===== src/rtl/gpu_cmd_pkg.sv =====
`default_nettype none
// ----------------------------------------------------------------------------
// gpu_cmd_pkg: opcodes, sequencer states and command-entry sizing for the blitter queue.
// Rev 1.0
// ----------------------------------------------------------------------------
package gpu_cmd_pkg;

  localparam logic [1:0] OP_DRAW  = 2'd0;
  localparam logic [1:0] OP_CLEAR = 2'd1;
  localparam logic [1:0] OP_FENCE = 2'd2;

  typedef enum logic [1:0] {
    S_IDLE  = 2'd0,
    S_ISSUE = 2'd1,
    S_WAIT  = 2'd2,
    S_FENCE = 2'd3
  } seq_state_t;

  // op + address + address_x/address_y/image_width/clear_color + width/x + height/y
  function automatic int cmd_entry_width(input int wx, input int wy);
    return 2 + 32 + 4 * 16 + 2 * wx + 2 * wy;
  endfunction

  localparam int CMD_ENTRY_W = cmd_entry_width(11, 10);

endpackage
`default_nettype wire


===== src/rtl/gpu_cmd_fifo.sv =====
`default_nettype none
// ----------------------------------------------------------------------------
// gpu_cmd_fifo: single-clock FIFO with registered count; head is read from storage only.
// Rev 1.0
// ----------------------------------------------------------------------------
module gpu_cmd_fifo #(
  parameter int WIDTH = 8,
  parameter int DEPTH = 8,
  localparam int AW = $clog2(DEPTH)
) (
  input  logic             clk,
  input  logic             reset,
  input  logic             push,
  input  logic [WIDTH-1:0] wdata,
  input  logic             pop,
  output logic [WIDTH-1:0] rdata,
  output logic [AW:0]      count,
  output logic             full,
  output logic             empty
);

  localparam logic [AW:0]   FULL_CNT = (AW + 1)'(DEPTH);
  localparam logic [AW:0]   ONE_CNT  = (AW + 1)'(1);
  localparam logic [AW-1:0] ONE_PTR  = AW'(1);

  logic [WIDTH-1:0] mem [DEPTH];
  logic [AW-1:0]    wr_ptr;
  logic [AW-1:0]    rd_ptr;
  logic             do_push;
  logic             do_pop;

  assign full    = (count == FULL_CNT);
  assign empty   = (count == '0);
  assign do_pop  = pop && !empty;
  // A full queue still accepts a write when the head leaves in the same cycle.
  assign do_push = push && (!full || do_pop);
  assign rdata   = mem[rd_ptr];

  always_ff @(posedge clk) begin
    if (do_push) begin
      mem[wr_ptr] <= wdata;
    end
  end

  always_ff @(posedge clk) begin
    if (reset) begin
      wr_ptr <= '0;
      rd_ptr <= '0;
      count  <= '0;
    end else begin
      if (do_push) wr_ptr <= wr_ptr + ONE_PTR;
      if (do_pop)  rd_ptr <= rd_ptr + ONE_PTR;
      case ({do_push, do_pop})
        2'b10:   count <= count + ONE_CNT;
        2'b01:   count <= count - ONE_CNT;
        default: count <= count;
      endcase
    end
  end

endmodule
`default_nettype wire


===== src/rtl/gpu_cmd_sequencer.sv =====
`default_nettype none
// ----------------------------------------------------------------------------
// gpu_cmd_sequencer: queues blitter commands and issues them one at a time to the GPU.
// Define GPU_CMD_FENCE_EN to add frame_sync and the FENCE opcode. Rev 1.0
// ----------------------------------------------------------------------------
module gpu_cmd_sequencer
  import gpu_cmd_pkg::*;
#(
  parameter int FB_WIDTH  = 400,
  parameter int FB_HEIGHT = 240,
  parameter int DEPTH     = 8,
  localparam int WX = $clog2(FB_WIDTH) + 2,
  localparam int WY = $clog2(FB_HEIGHT) + 2,
  localparam int CW = $clog2(DEPTH) + 1
) (
  input  logic          clk,
  input  logic          reset,
  input  logic          cmd_valid,
  output logic          cmd_ready,
  input  logic [1:0]    cmd_op,
  input  logic [31:0]   cmd_address,
  input  logic [15:0]   cmd_address_x,
  input  logic [15:0]   cmd_address_y,
  input  logic [15:0]   cmd_image_width,
  input  logic [WX-1:0] cmd_width,
  input  logic [WY-1:0] cmd_height,
  input  logic [WX-1:0] cmd_x,
  input  logic [WY-1:0] cmd_y,
  input  logic [15:0]   cmd_clear_color,
  input  logic          gpu_busy,
`ifdef GPU_CMD_FENCE_EN
  input  logic          frame_sync,
`endif
  output logic [31:0]   ctrl_address,
  output logic [15:0]   ctrl_address_x,
  output logic [15:0]   ctrl_address_y,
  output logic [15:0]   ctrl_image_width,
  output logic [WX-1:0] ctrl_width,
  output logic [WY-1:0] ctrl_height,
  output logic [WX-1:0] ctrl_x,
  output logic [WY-1:0] ctrl_y,
  output logic [15:0]   ctrl_clear_color,
  output logic          ctrl_draw,
  output logic          ctrl_clear,
  output logic [CW-1:0] q_count,
  output logic          idle,
  output logic          err_op
);

  localparam int EW = cmd_entry_width(WX, WY);

  logic [EW-1:0] entry_in;
  logic [EW-1:0] entry_head;
  logic          fifo_full;
  logic          fifo_empty;
  logic          push;
  logic          pop;
  logic          load;
  logic          draw_nx;
  logic          clear_nx;
  logic          err_nx;
  seq_state_t    state;
  seq_state_t    state_nx;

  logic [1:0]    h_op;
  logic [31:0]   h_address;
  logic [15:0]   h_address_x;
  logic [15:0]   h_address_y;
  logic [15:0]   h_image_width;
  logic [WX-1:0] h_width;
  logic [WY-1:0] h_height;
  logic [WX-1:0] h_x;
  logic [WY-1:0] h_y;
  logic [15:0]   h_clear_color;

  assign entry_in = {cmd_op, cmd_address, cmd_address_x, cmd_address_y, cmd_image_width,
                     cmd_width, cmd_height, cmd_x, cmd_y, cmd_clear_color};
  assign {h_op, h_address, h_address_x, h_address_y, h_image_width,
          h_width, h_height, h_x, h_y, h_clear_color} = entry_head;

  assign cmd_ready = !fifo_full;
  assign push      = cmd_valid && cmd_ready;
  assign idle      = fifo_empty && (state == S_IDLE) && !gpu_busy;

  gpu_cmd_fifo #(
    .WIDTH (EW),
    .DEPTH (DEPTH)
  ) u_fifo (
    .clk   (clk),
    .reset (reset),
    .push  (push),
    .wdata (entry_in),
    .pop   (pop),
    .rdata (entry_head),
    .count (q_count),
    .full  (fifo_full),
    .empty (fifo_empty)
  );

  always_ff @(posedge clk) begin
    if (reset) state <= S_IDLE;
    else       state <= state_nx;
  end

  always_comb begin
    state_nx = state;
    pop      = 1'b0;
    load     = 1'b0;
    draw_nx  = 1'b0;
    clear_nx = 1'b0;
    err_nx   = err_op;
    case (state)
      S_IDLE: begin
        if (!fifo_empty && !gpu_busy) begin
          pop = 1'b1;
          case (h_op)
            OP_DRAW: begin
              load     = 1'b1;
              draw_nx  = 1'b1;
              state_nx = S_ISSUE;
            end
            OP_CLEAR: begin
              load     = 1'b1;
              clear_nx = 1'b1;
              state_nx = S_ISSUE;
            end
`ifdef GPU_CMD_FENCE_EN
            OP_FENCE: state_nx = S_FENCE;
`endif
            default: err_nx = 1'b1;
          endcase
        end
      end
      // Strobe register is already high during this cycle; it drops on exit.
      S_ISSUE: state_nx = S_WAIT;
      S_WAIT:  if (!gpu_busy) state_nx = S_IDLE;
`ifdef GPU_CMD_FENCE_EN
      S_FENCE: if (frame_sync) state_nx = S_IDLE;
`else
      S_FENCE: state_nx = S_IDLE;
`endif
      default: state_nx = S_IDLE;
    endcase
  end

  always_ff @(posedge clk) begin
    if (reset) begin
      ctrl_address     <= '0;
      ctrl_address_x   <= '0;
      ctrl_address_y   <= '0;
      ctrl_image_width <= '0;
      ctrl_width       <= '0;
      ctrl_height      <= '0;
      ctrl_x           <= '0;
      ctrl_y           <= '0;
      ctrl_clear_color <= '0;
      ctrl_draw        <= 1'b0;
      ctrl_clear       <= 1'b0;
      err_op           <= 1'b0;
    end else begin
      ctrl_draw  <= draw_nx;
      ctrl_clear <= clear_nx;
      err_op     <= err_nx;
      if (load) begin
        ctrl_address     <= h_address;
        ctrl_address_x   <= h_address_x;
        ctrl_address_y   <= h_address_y;
        ctrl_image_width <= h_image_width;
        ctrl_width       <= h_width;
        ctrl_height      <= h_height;
        ctrl_x           <= h_x;
        ctrl_y           <= h_y;
        ctrl_clear_color <= h_clear_color;
      end
    end
  end

endmodule
`default_nettype wire


===== config.mk =====
export PLATFORM = sky130hd
export DESIGN_NAME = gpu_cmd_sequencer
export DESIGN_NICKNAME = d
export VERILOG_FILES = /design/src/rtl/gpu_cmd_pkg.sv /design/src/rtl/gpu_cmd_fifo.sv /design/src/rtl/gpu_cmd_sequencer.sv
export SDC_FILE = /design/constraint.sdc
export NUM_CORES = 1
export LEC_CHECK = 0
export ABC_AREA = 1
export BUFFER_PORTS_ARGS = -buffer_cell sky130_fd_sc_hd__clkbuf_2
export CAP_MARGIN = 40
export CORE_MARGIN = 4
export CORE_UTILIZATION = 40
export DETAILED_ROUTE_END_ITERATION = 8
export GPL_ROUTABILITY_DRIVEN = 0
export HOLD_SLACK_MARGIN = 0.05
export PLACE_DENSITY_LB_ADDON = 0.05
export SYNTH_ARGS = -nofsm -noshare
export SYNTH_HDL_FRONTEND = slang
export SYNTH_SLANG_ARGS = --single-unit

===== constraint.sdc =====
create_clock -name clk -period 6.8 [get_ports clk]
set_input_delay 0.34 -clock clk [delete_from_list [all_inputs] [get_ports clk]]
set_output_delay 0.34 -clock clk [all_outputs]
set_load 0.005 [all_outputs]

==> flow_results.org, run 1 <==
** Timing
- Setup violators final :: 0
- Static timing analysis puts the maximum clock frequency at 319 MHz.
- Setup repair after global routing missed its margin :: no
- The number of hold violations in the final report is 0.
- For the pin with the worst max-slew slack, the measured transition is 1210 ps.
- Clock tree skew after final layout :: 26.3 ps
- The max-slew violation total from the final report is 0.
- Measured against its own limit, the worst slew margin works out to 19.3%.
- Dividing the final minimum period by the clock period gives 46.1%.
- Hold is met by 433 ps.
- Post-route minimum period :: 3130 ps

** Worst setup path
- Critical path arrival :: 3750 ps
- By startpoint and endpoint, the worst setup path is classified as flip-flop to flip-flop.
- On the critical path the largest part of the delay comes from simple AND/OR/NAND/NOR gates.
- The endpoint identified for the worst register-to-register timing path is ctrl_clear_color[7]$_SDFFE_PP0P_.
- In this design, the stage delay of the slowest critical-path cell is 750 ps.
- In this run the worst path has a maximum fanout of 130.
- For the worst flop-to-flop path, the logic depth is 9.
- Data on the critical path is required at its endpoint by 7420 ps.
- Flop-to-flop setup slack :: 3670 ps
- Startpoint type of the worst setup path :: flip-flop
- Cell with the largest stage delay on the worst path :: dfxtp_4
- The signal on the critical path passes through buf_12, nand3_1, nand2_1, nand2_1, nand3_4, buf_12, nand2_1, nand2_1, nor2_1.
- Crit path capture type :: flip-flop
- Buffer and inverter count on the worst path :: 2
- Most frequent CP cell :: nand2_1

** Min path
- Class of the tightest hold or removal check :: input port to flip-flop
- The worst hold path terminates at u_fifo.mem[1][61]$_DFFE_PP_.
- Worst hold stages :: 2
- The worst hold path begins at cmd_image_width[3].

** Global routing
- Via count of the first global-routing pass :: 31200
- For this run, global-route usage on met3 was measured as 3.48%.
- Combined global-route utilization of all metal layers :: 19.9%
- Global routing used 27.8% of the available met1 tracks.
- Entering global routing, the biggest net connects 203 pins.
- The first global-routing pass estimated 199 mm of wire.
- Initial antenna violation count :: 13
- In this run the most used layer during global routing was met2.
- Global routing consumed, on the met2 layer, 32.5% of the routing resources.
- GRT overflow :: 0

** Power and ir drop
- Leakage power figure :: 22.7 nW
- Peak supply drop :: 0.380 mV
- Dividing total power by cell area gives a power density of 383 nW/um2.

** CTS
- Latest clock arrival within the worst-skew pair :: 730 ps
- In this run, post-CTS repair resized a total of 0 instances.
- TritonCTS built the clock tree.
- Clock transition at the registers of the reported paths :: 60 ps
- The number of clock buffers added by TritonCTS is 140.
- The tree is rooted in a clkbuf_16.
- Maximum clock insertion buffer count :: 3
- CTS saw 1276 sinks.
- H-tree depth :: 4

** Routing
- The first TritonRoute pass finished after 5 iterations.
- Drt wl/cell :: 20.0 um
- DR DRC count :: 0
- The final route contains 32200 vias.
- Count of antenna-violating nets left after detailed routing :: 0
- In the routed layout, each cell is associated on average with a via count of 4.91.
- Detailed router's first-iteration violation count :: 2003
- For this block, the routed nets add up to 131 mm of wire.

** Synth
- The synthesized design spends more area on one cell type than any other, namely edfxtp_1.
- The Yosys step of the flow raised 0 warnings.
- Yosys attributes the largest share of cell area to edfxtp_1 67%, nand2_1 12%, nand3_1 8.4%.
- Mean post-synth cell area :: 11.3 um2
- The synthesized design devotes to its leading area cell type 67.2% of total area.
- Share of the yosys chip area belonging to registers :: 73.4%
- The number of nets in the synthesized netlist is 4583.
- Cell count after synthesis :: 4434
- Summing every instance area after synthesis gives 50000 um2.
- Number of library cell types mapped by synthesis :: 23
- Seq cells post-synth :: 1276

** Floorplanning
- For this configuration, the core starts out at a cell density of 40.4%.
- In this run the vertical extent of the chip is 362 um.
- Full die area :: 131000 um2
- From left edge to right edge, the die measures 362 um.
- In this run the count of I/O pins placed on the die edge is 291.
- Row generation in the floorplan step produced 129 rows.
- The region available for standard cell placement spans 124000 um2.

** Place
- Summed over all nets, the half-perimeter wirelength after detailed placement is 62.1 mm.
- The placed instances occupy a cell area of 53100 um2.
- Number of buffers added on ports :: 290

** Cells and area
- Final Cell Area :: 58800 um2
- Area Growth Syn to Fin :: 17.6%
- Layout cells sized above 1 :: 11.1%
- After filler insertion, the fill cell instance count of the layout stands at 11400.
- # nets final :: 4942

** Status
- The flow ran to the end, and the final reports show no timing, DRC or antenna violations.

** Job
- Max-cap violations in this run came to 0.
-- final cells by class --
cell class,instances,area (um2),share of cell area (%)
Antenna cell,10,25.0,0.0425
Clock buffer,199,3920,6.66
Clock inverter,59,389,0.661
Inverter,166,648,1.10
Multi-Input combinational cell,2729,11500,19.5
Sequential cell,1276,36800,62.5
Tap cell,1637,2050,3.48
Timing Repair Buffer,480,3590,6.09
-- metal layers --
| metal | share of wire, % | wire length, um |
|---|---|---|
| met1 | 47 | 61400 |
| met3 | 4.3 | 5640 |
| met5 | 0.026 | 34 |
| met4 | 1.8 | 2400 |
| met2 | 47 | 62000 |
-- flip-flops by register name, indices dropped and copies added (netlist names), 4 cells and up, named ones only --
register and flops:
ctrl_address_x 16, ctrl_clear_color 16, u_fifo.count 4, ctrl_y 10, ctrl_address 32, ctrl_address_y 16
ctrl_x 11, u_fifo.mem 1120, ctrl_height 10, ctrl_image_width 16, ctrl_width 11
-- cell usage after synthesis --
cell      number
nand2_1     1550
edfxtp_1    1120
nand3_1      841
nor2_1       304
inv_1        163
dfxtp_1      156
buf_2        150
clkbuf_1      80
buf_1         17
o21ai_0       12
buf_6         10
a21oi_1        9
buf_4          6
ha_1           5
inv_2          3
and2_1         1
and3_1         1
nand3_2        1
nand4_1        1
nor3_1         1
nor3_2         1
xnor2_1        1
xor2_1         1
-- metrics by stage --
stage          setup TNS (ps)  util (%)  setup slack (ps)  power (mW)  instances
2_1_floorplan         -338240         -              -604        13.6       4434
3_3_place_gp                0      42.6              3610        15.5       6136
3_5_place_dp                0      42.8              3620        15.6       6144
4_1_cts                     0      47.5              3630        22.9       6546
5_1_grt                     0      47.5              3310        23.9       6550
6_report                    0      47.5              3670        22.5       6556
-- kinds of logic (layout without fill, tap and decap cells) --
| kind of cell | Yosys count | count (layout) | synth area share, % |
|---|---|---|---|
| AO/OA/AOI/OAI | 21 | 21 | 0.210 |
| XOR/XNOR | 2 | 2 | 0.0350 |
| adder cells (fa/ha/maj) | 5 | 5 | 0.125 |
| buffers and inverters | 429 | 904 | 3.79 |
| flip-flops | 1276 | 1276 | 73.4 |
| other | 0 | 10 | 0 |
| AND/OR/NAND/NOR | 2701 | 2701 | 22.4 |
-- worst max path at each step --
stage,start,to,slack (ps),cells after the start
after floorplan,u_fifo.count[0]$_SDFFE_PP0P_,u_fifo.mem[0][0]$_DFFE_PP_,-600,6
after global placement,u_fifo.count[0]$_SDFFE_PP0P_,u_fifo.mem[0][18]$_DFFE_PP_,3610,7
after detailed placement,flip-flop,ctrl_clear_color[7]$_SDFFE_PP0P_,3620,9
after CTS,flip-flop,ctrl_clear_color[7]$_SDFFE_PP0P_,3630,9
after global routing,flip-flop,ctrl_address[23]$_SDFFE_PP0P_,3310,9
final,flip-flop,ctrl_clear_color[7]$_SDFFE_PP0P_,3670,9
-- report_power, final --
group          total (mW)  internal, mW  switching (mW)
registers            9.54          9.17           0.377
clock network        7.14          4.13            3.01
logic                5.83          1.82            4.00
-- worst reg2reg max path: stages (launching register included) --
cell     delay (ps)
dfxtp_4         750
buf_12          570
nand3_1         250
nand2_1         100
nand2_1          90
nand3_4         360
buf_12          380
nand2_1         390
nand2_1          90
nor2_1           40
-- cell usage in the layout, fill, tap and decap left out, drive strengths merged --
cell         count
nand4            1
clkinv          46
a21oi            9
nand3          842
dlygate4sd3    144
nor2           304
diode           10
inv            174
and3             1
nor3             2
dfxtp          156
buf             46
o21ai           12
and2             1
nand2         1550
xor2             1
bufinv           3
clkinvlp         2
ha               5
edfxtp        1120
clkbuf         489
xnor2            1
-- repair_timing --
item | 4_1_cts | 5_1_grt
endpoints found under the hold margin | 1128 | 0
hold buffers | 144 | 0
endpoints found under the setup margin | 0 | 0
buffers inserted | 0 | 0
No activity file was read; power rests on OpenSTA's default activity.
==> inputs of run 2 (changes only) <==
clock period = 2.8 ns   (was 6.8 ns; I/O delays follow)
==> run 2 against run 1 <==
Against the previous run: via count is essentially flat; clock power rose to 2.5 times the previous value; clock skew shrank 6.9 ps; sequential cell count stayed put; maximum frequency is 43% higher; critical path depth fell by 1; hold slack got worse by 220 ps; power is 150% higher; global-route usage grew 0.091 points; final cell count grew 0.20%; sequential share of layout area is 0.52 points lower; first-iteration DRC count rose by 4.6%; largest power group unchanged.
==> flow_results.org, run 2 (same netlist as run 1, synthesis figures left out) <==
** Status
- The run finished with clean final reports.

** Cells and area
- Layout cells sized above 1 :: 11.6%
- Leading cell type in the layout, fill and taps excluded :: nand2_1
- # nets final :: 4957
- Final Cell Area :: 59300 um2
- Largest registers :: u_fifo.mem x1120, ctrl_address x32
- In the final layout, flip-flops and latches occupy 36800 um2.
- Most flop-heavy register :: u_fifo.mem
- Flip-flop count of the largest register, all copies and words added :: 1120
- Compared with the post-synthesis result, the final layout area differs by 18.6%.
- Combined area of the multi-input logic cells :: 11500 um2
- Commonest cells after routing, fill and taps aside :: 1548 x nand2_1, 1120 x edfxtp_1, 840 x nand3_1
- Fill cells in the final layout number 11300.

** Timing
- Final hold violation count :: 0
- Setup violations remaining at the end of the flow were counted as 0.
- Post-route minimum period :: 2200 ps
- The max-slew violation total from the final report is 0.
- Fmax :: 455 MHz
- The worst pin sits at a relative slew slack of 44.2%.
- Across all hold checks on the routed design, the worst slack comes to 210 ps.
- Between clock sinks in the finished design, the worst skew comes to 19.4 ps.
- For the pin with the worst max-slew slack, the measured transition is 837 ps.
- Setup repair after global routing left no endpoint under its margin.
- Post-route clock period utilization :: 78.5%

** CTS
- TritonCTS Buffers :: 144
- No sink is reached through more buffers than the 3 on the longest clock path.
- CTS root buf :: clkbuf_16
- Number of instances resized during post-cts repair :: 0
- H-tree depth :: 4
- Clock latency on the worst-skew pair, taken at its later pin, is 760 ps.
- Clock tree from TritonCTS :: built
- Clock tree synthesis found a total of 1276 sinks.
- Clock-pin slew was measured on the worst setup and hold paths at 50 ps.

** Floorplanning
- Full die area :: 131000 um2
- The initialized floorplan defines 129 standard-cell rows.
- 291 I/O pins were placed.
- Area of the core :: 124000 um2
- From bottom edge to top edge, the die measures 362 um.
- Once the floorplan was initialized, standard cells occupied 40.4% of the core.
- Die width :: 362 um

** Worst setup path
- The worst setup path is of the flip-flop to flip-flop kind.
- On the critical path, the stage with the largest delay is an instance of dlygate4sd3_1.
- Along the worst path, the maximum fanout reaches 10.
- Most frequent CP cell :: nand3_1
- STA classifies the critical path endpoint as a flip-flop.
- At the worst endpoint, the arrival time is 2830 ps.
- CP cell instances :: nor2_2, nand3_1, nand3_1, inv_2, ha_1, xor2_1, nor2_1, dlygate4sd3_1
- At the worst endpoint, the required time is 3430 ps.
- STA classifies the critical path startpoint as a flip-flop.
- Stage delay of the slowest cell on the critical path :: 560 ps

** Routing
- In this run the remaining antenna-violating nets after routing total 0.
- Dividing the detail-routed via count by the number of cells gives 4.90.
- DR DRC count :: 0
- Routed wire length :: 131 mm
- Drt wl/cell :: 19.9 um
- After the first detailed-routing iteration, the DRC count stood at 2096.
- Initial DRT Pass Iterations :: 5
- The detailed router placed 32200 vias in this run.

** Global routing
- Initial antenna violation count :: 14
- Entering global routing, the biggest net connects 165 pins.
- After global routing the overflow that remains totals 0.
- Combined global-route utilization of all metal layers :: 20.0%
- The number of global-route vias before repair was 31300.
- The first global-routing pass estimated 200 mm of wire.

** Job
- Max-capacitance violation count :: 0

** Power and ir drop
- The worst-case IR drop observed on VDD is 0.742 mV.
- Areal power density over the cells :: 934 nW/um2
- Leakage power figure :: 22.9 nW

** Place
- The placed instances occupy a cell area of 53400 um2.
- Half-perimeter wire length after placement :: 62.7 mm
- In this run the tool buffered the top-level ports with 290 buffer cells.

** Min path
- Class of the tightest hold or removal check :: input port to flip-flop
==> run 2: final timing paths <==
path / cells past startpoint / start / slack (ps) / to
worst max-delay path: 8 / u_fifo.count[0]$_SDFFE_PP0P_ / 600 / u_fifo.count[0]$_SDFFE_PP0P_
worst min-delay path: 2 / cmd_address_y[10] / 210 / u_fifo.mem[3][84]$_DFFE_PP_
worst min register to register: 2 / err_op$_SDFFE_PP0P_ / 470 / err_op$_SDFFE_PP0P_
worst max register to register: 8 / u_fifo.count[0]$_SDFFE_PP0P_ / 600 / u_fifo.count[0]$_SDFFE_PP0P_
==> run 2: power breakdown <==
| part | switching, mW | total (mW) | internal [mW] |
|---|---|---|---|
| logic | 9.93 | 14.4 | 4.47 |
| registers | 0.784 | 23.0 | 22.3 |
| clock network | 7.41 | 18.0 | 10.6 |
| total | 18.1 | 55.4 | 37.3 |
==> run 2: final cells by class <==
type / instances / area share (%)
inverters: 166 / 1.10
flip-flops and latches: 1276 / 62.0
well taps: 1637 / 3.45
clock buffers: 193 / 6.68
clock inverters: 67 / 0.852
repair buffers: 491 / 6.54
diodes: 10 / 0.0422
multi-input cells: 2729 / 19.4
==> run 2: layer usage <==
layer	wire length [um]	vias up	track usage, %	share of wire, %
met4	2270	4	4.94	1.7
met3	5820	173	3.34	4.4
met1	61500	15600	28.4	47
li1	-	15800	-	-
met5	22	-	0	0.017
met2	61400	638	32.2	47
==> run 2: stage by stage <==
| step | setup TNS (ps) | power (mW) | worst slack (ps) | std cells | utilization, % |
|---|---|---|---|---|---|
| detailed placement | 0 | 37.9 | 642 | 6155 | 43.1 |
| global route | 0 | 59.0 | 454 | 6561 | 47.9 |
| global placement | 0 | 37.8 | 643 | 6155 | 43.1 |
| finish | 0 | 55.4 | 603 | 6569 | 47.9 |
| CTS | 0 | 56.3 | 615 | 6559 | 47.9 |
| floorplan | -511750 | 32.9 | -479 | 4434 | - |
==> run 2: timing repair <==
action | 4_1_cts | 5_1_grt
buffers inserted | 0 | 0
endpoints found under the hold margin | 1138 | 0
hold buffers | 144 | 0
==> run 2: critical path, delay by kind of cell, from the launching register on <==
kind          cells  cell delay, ps
buf+inv           2             700
simple gates      4             430
fa+ha+maj         1             390
flops             1             370
xor+xnor          1             180
